<file path="config.mk">
export PLATFORM = sky130hd
export DESIGN_NAME = vga_timing_gen
export DESIGN_NICKNAME = d
export VERILOG_FILES = /design/src/rtl/vga_timing_gen.sv
export SDC_FILE = /design/constraint.sdc
export NUM_CORES = 1
export LEC_CHECK = 0
export BUFFER_PORTS_ARGS = -buffer_cell sky130_fd_sc_hd__buf_2
export CAP_MARGIN = 30
export CORE_ASPECT_RATIO = 0.6
export CORE_UTILIZATION = 50
export CTS_CLUSTER_SIZE = 14
export DETAILED_ROUTE_END_ITERATION = 12
export GPL_TIMING_DRIVEN = 0
export PLACE_DENSITY = 0.74
export SETUP_SLACK_MARGIN = 0.2
export SYNTH_ARGS = -nofsm -noshare
export SYNTH_HDL_FRONTEND = slang
export SYNTH_SLANG_ARGS = --single-unit
</file>
<file path="constraint.sdc">
create_clock -name i_Clk -period 3 [get_ports i_Clk]
set_input_delay 0.9 -clock i_Clk [delete_from_list [all_inputs] [get_ports i_Clk]]
set_output_delay 0.9 -clock i_Clk [all_outputs]
set_load 0.01 [all_outputs]
</file>
<file path="src/rtl/vga_timing_gen.sv">
// Parametrised VGA raster timing generator: column/row counters, porch-accurate
// sync pulses, active-video flag and line/frame start strobes, all registered.
module vga_timing_gen #(
    parameter int ACTIVE_COLS = 640,
    parameter int H_FP        = 16,
    parameter int H_SYNC      = 96,
    parameter int H_BP        = 48,
    parameter int ACTIVE_ROWS = 480,
    parameter int V_FP        = 10,
    parameter int V_SYNC      = 2,
    parameter int V_BP        = 33,
    parameter int H_POL       = 0,
    parameter int V_POL       = 0,
    parameter int COUNT_W     = 10
) (
    input  logic               i_Clk,
    input  logic               i_Rst_L,
    input  logic               i_En,
    output logic [COUNT_W-1:0] o_Col_Count,
    output logic [COUNT_W-1:0] o_Row_Count,
    output logic               o_HSync,
    output logic               o_VSync,
    output logic               o_Active,
    output logic               o_Line_Start,
    output logic               o_Frame_Start
);

    localparam int TOTAL_COLS = ACTIVE_COLS + H_FP + H_SYNC + H_BP;
    localparam int TOTAL_ROWS = ACTIVE_ROWS + V_FP + V_SYNC + V_BP;

    localparam int H_SYNC_BEG = ACTIVE_COLS + H_FP;
    localparam int H_SYNC_END = ACTIVE_COLS + H_FP + H_SYNC;
    localparam int V_SYNC_BEG = ACTIVE_ROWS + V_FP;
    localparam int V_SYNC_END = ACTIVE_ROWS + V_FP + V_SYNC;

    localparam logic [COUNT_W-1:0] COL_LAST = COUNT_W'(TOTAL_COLS - 1);
    localparam logic [COUNT_W-1:0] ROW_LAST = COUNT_W'(TOTAL_ROWS - 1);

    localparam logic H_ACT  = (H_POL != 0);
    localparam logic V_ACT  = (V_POL != 0);
    localparam logic H_IDLE = ~H_ACT;
    localparam logic V_IDLE = ~V_ACT;

    // Reject configurations the counters cannot represent or that have no sync pulse.
    generate
        if (COUNT_W < 1 || COUNT_W > 30 ||
            ACTIVE_COLS < 1 || ACTIVE_ROWS < 1 ||
            H_SYNC < 1 || V_SYNC < 1 ||
            H_FP < 0 || H_BP < 0 || V_FP < 0 || V_BP < 0 ||
            (TOTAL_COLS - 1) >= (1 << COUNT_W) ||
            (TOTAL_ROWS - 1) >= (1 << COUNT_W)) begin : g_bad_cfg
            $error("vga_timing_gen: invalid timing parameters or COUNT_W too small");
        end
    endgenerate

    // Comparisons are done in int so that a region bound equal to 2**COUNT_W
    // (zero back porch at a power-of-two total) cannot wrap.
    function automatic logic in_range(input int v, input int lo, input int hi);
        return (v >= lo) && (v < hi);
    endfunction

    function automatic logic h_sync_level(input logic [COUNT_W-1:0] c);
        return in_range(int'(c), H_SYNC_BEG, H_SYNC_END) ? H_ACT : H_IDLE;
    endfunction

    function automatic logic v_sync_level(input logic [COUNT_W-1:0] r);
        return in_range(int'(r), V_SYNC_BEG, V_SYNC_END) ? V_ACT : V_IDLE;
    endfunction

    function automatic logic is_active(input logic [COUNT_W-1:0] c,
                                       input logic [COUNT_W-1:0] r);
        return (int'(c) < ACTIVE_COLS) && (int'(r) < ACTIVE_ROWS);
    endfunction

    // Reset release is synchronised: counting starts only once the chain fills.
    logic [1:0] rel_sync;
    logic       run;

    always_ff @(posedge i_Clk or negedge i_Rst_L) begin
        if (!i_Rst_L) begin
            rel_sync <= 2'b00;
        end else begin
            rel_sync <= {rel_sync[0], 1'b1};
        end
    end

    assign run = rel_sync[1];

    logic               adv;
    logic               col_wrap;
    logic [COUNT_W-1:0] col_nxt;
    logic [COUNT_W-1:0] row_nxt;

    always_comb begin
        adv      = i_En & run;
        col_wrap = (o_Col_Count == COL_LAST);
        col_nxt  = o_Col_Count;
        row_nxt  = o_Row_Count;
        if (adv) begin
            col_nxt = col_wrap ? '0 : o_Col_Count + 1'b1;
            if (col_wrap) begin
                row_nxt = (o_Row_Count == ROW_LAST) ? '0 : o_Row_Count + 1'b1;
            end
        end
    end

    // Flags are decoded from the next-state counters so they line up with them.
    always_ff @(posedge i_Clk or negedge i_Rst_L) begin
        if (!i_Rst_L) begin
            o_Col_Count   <= COL_LAST;
            o_Row_Count   <= ROW_LAST;
            o_HSync       <= H_IDLE;
            o_VSync       <= V_IDLE;
            o_Active      <= 1'b0;
            o_Line_Start  <= 1'b0;
            o_Frame_Start <= 1'b0;
        end else begin
            o_Col_Count   <= col_nxt;
            o_Row_Count   <= row_nxt;
            o_HSync       <= h_sync_level(col_nxt);
            o_VSync       <= v_sync_level(row_nxt);
            o_Active      <= is_active(col_nxt, row_nxt);
            o_Line_Start  <= adv && (col_nxt == '0);
            o_Frame_Start <= adv && (col_nxt == '0) && (row_nxt == '0);
        end
    end

endmodule

</file>
==> results.toml <==
[flow_run]
cap_viol_max_count = 0

[logic_synthesis]
synthFlopType = "dfrtp_1"
seq_area_frac_synth_pct = 43.1
syn-num-nets = 169
ys_ff_latch = 27
synth.distinct_cells = 48
syn-cell-area_um2 = 1600
avgSynthCellArea_um2 = 9.84
synthArstFlopShare_pct = 100
synthCells = 163
synth_edf_count = 0
yosys_warnings = 0

[detailed_routing]
wl_um = 3380
drc = 0
drtPass1Iterations = 4
dr.first_iter.drc_count = 109
ant_nets = 0
wl_met3_um = 254
routed.top_layer = "met4"
avgViaCountPerCell = 5.58
wl_met2_um = 1400
wl_met1_um = 1700
vias = 1318
routedWlPerCell_um = 14.3

[sta]
final.setup.tns_ps = 0
final-max-slew-violation-count = 0
fin_crit_ps = 2670
whs_ps = 354
setup_ws_ps = 331
fin_skew_ps = 12.6
relSlewSlack_pct = 55.5
fmax_mhz = 375
hold_viol_final = 0
rsz0062_at_grt = "yes"
setup_violations = 0
tightest_slew_ps = 663
period_share_pct = 89.0

[clock_network]
clkTransAtPathRegs_ps = 100
root_buffer = "clkbuf_8"
h-tree-depth = 1
cts_tree = "yes"
cts_made_buffers = 3
post_cts_buffers = 0
cts_max_path_buffers = 2
cts.hold.buffers_added = 0
cts_sinks = 27
cts-resized-gates = 0
clk_latency_ps = 280

[power_and_ir_drop]
ir_drop_mv = 0.353
power.density_nw_per_um2 = 473
power_leakage_nw = 0.851
p_total_uw = 875

[final_layout]
drive_gt1_share_pct = 33.5
antennaDiodeCount = 0
area_growth_pct = 15.3
nNetsFinal = 201
utilization_pct = 62.4

[global_routing]
grt_max_degree = 28
grt.total_usage_pct = 21.8
grt_pass1_wl_um = 5350
overflow = 0
grt_pass1_vias = 1124
antenna_found_initial = 0

[placement]
place_hpwl_um = 2540
port_buffers = 27
place_congestion = 0.900
place_ws_ps = 59.7

[critical_path]
r2r_start = "o_Col_Count[0]"
critPathLaunch = "o_Col_Count[0]"
cp-start-kind = "flip-flop"
r2r_slack_ps = 330
required_ps = 3190
crit_end = "o_VSync"
reg2reg_depth = 8
worstSetupEndpointType = "flip-flop"
critPathMaxFanout = 7
critical_path_arrival_ps = 2860
worstReg2RegEnd = "o_VSync"
path_class = "reg2reg"

[min_path]
hp-class = "reg2reg"

[floorplan]
rows = 15
core_area_um2 = 2970
die_w_um = 75.1
initial_core_util_pct = 54.1
dieArea_um2 = 3450
die_h_um = 45.9
ios = 28

[run_status]
status = "finished, final reports clean"
-- state kept, by name (all words and copies together), names as in the netlist --
signal,flops
rel_sync,2
o_Line_Start,1
o_Frame_Start,1
o_VSync,1
o_HSync,1
o_Active,1
o_Col_Count,10
o_Row_Count,10
-- layout make-up --
type	instances	area, um^2
flip-flops and latches	27	691
plain buffers	9	67.6
repair buffers	27	135
well taps	42	52.6
inverters	11	41.3
fillers	241	1120
multi-input cells	116	813
clock buffers	3	41.3
clock inverters	1	7.51
-- Yosys cell counts (2+ instances only) --
cell type	number	share of area (%)
a21o_1	4	1.9
a21oi_1	4	1.2
and3_1	2	0.78
buf_2	2	0.62
buf_4	2	0.94
buf_6	3	2.1
dfrtp_1	15	23
dfstp_2	12	20
ha_1	3	2.3
inv_1	11	2.6
mux2_2	2	1.4
nand2_1	12	2.8
nand3_1	9	2.8
nand4_1	4	1.6
nand4b_1	2	1.1
nor2_1	9	2.1
nor3_1	11	3.4
nor4_1	3	1.2
o2111ai_1	2	1.1
o211ai_1	4	1.9
o21ai_0	5	1.6
o31ai_1	2	0.94
or2_1	2	0.78
or3_1	2	0.78
or4_1	2	0.94
xnor2_1	5	2.7
xor2_1	8	4.4
-- cells by family after synthesis --
kind of cell,Yosys count,share of synthesized area (%)
AOI/OAI and AO/OA,27,11.5
xor gates and xnor gates,13,7.10
adders and majority gates,3,2.34
buffers and inverters,20,6.79
DFF,27,43.1
muxes,2,1.40
other,1,0.234
and+or+nand+nor,70,27.6
-- worst min path at each step --
stage                      startpoint     endpoint  slack (ps)  cells after the start
final                     rel_sync[0]  rel_sync[1]         350                      0
after floorplan           rel_sync[0]  rel_sync[1]         330                      0
after CTS                 rel_sync[0]  rel_sync[1]         360                      0
after detailed placement  rel_sync[0]  rel_sync[1]         340                      0
after global placement    rel_sync[0]  rel_sync[1]         330                      0
after global routing      rel_sync[0]  rel_sync[1]         360                      0
-- metrics by stage --
step / area (um^2) / instances
4_1_cts: 1840 / 236
3_3_place_gp: 1790 / 232
3_5_place_dp: 1790 / 232
5_1_grt: 1850 / 236
2_1_floorplan: 1600 / 163
6_report: 1850 / 236
-- critical path, cell delays in order, from the launching register on --
cell and delay [ps]:
dfstp_2 600, ha_2 270, nand4_4 150, or4_4 500, buf_6 160, nor3_4 210
xnor2_1 130, nor4b_2 410, nand4b_1 160
-- cells in the final DEF (no fill, tap or decap), types with 3 or more instances in the layout --
cell type,synthesis,routed
buf_2,2,29
nor2_1,9,9
inv_1,11,11
o211ai_1,4,4
xor2_1,8,8
nand3_1,9,9
nand4_1,4,4
dfrtp_1,15,15
clkbuf_8,0,3
nor3_1,11,11
a21o_1,4,4
buf_6,3,3
a21oi_1,4,4
xnor2_1,5,5
dfstp_2,12,12
o21ai_0,5,5
nand2_1,12,12
-- power by group --
group | switching, mW | internal, mW | leakage (nW)
registers | 0.0376 | 0.411 | 0.320
logic | 0.128 | 0.0906 | 0.510
clock network | 0.114 | 0.0943 | 0.0217
total | 0.279 | 0.596 | 0.851
-- routing by layer --
metal,up-vias,track usage (%)
li1,648,-
met2,43,29.9
met1,623,32.9
met5,-,0
met3,4,5.75
met4,0,6.79
Power figures use the tool's default switching activity.
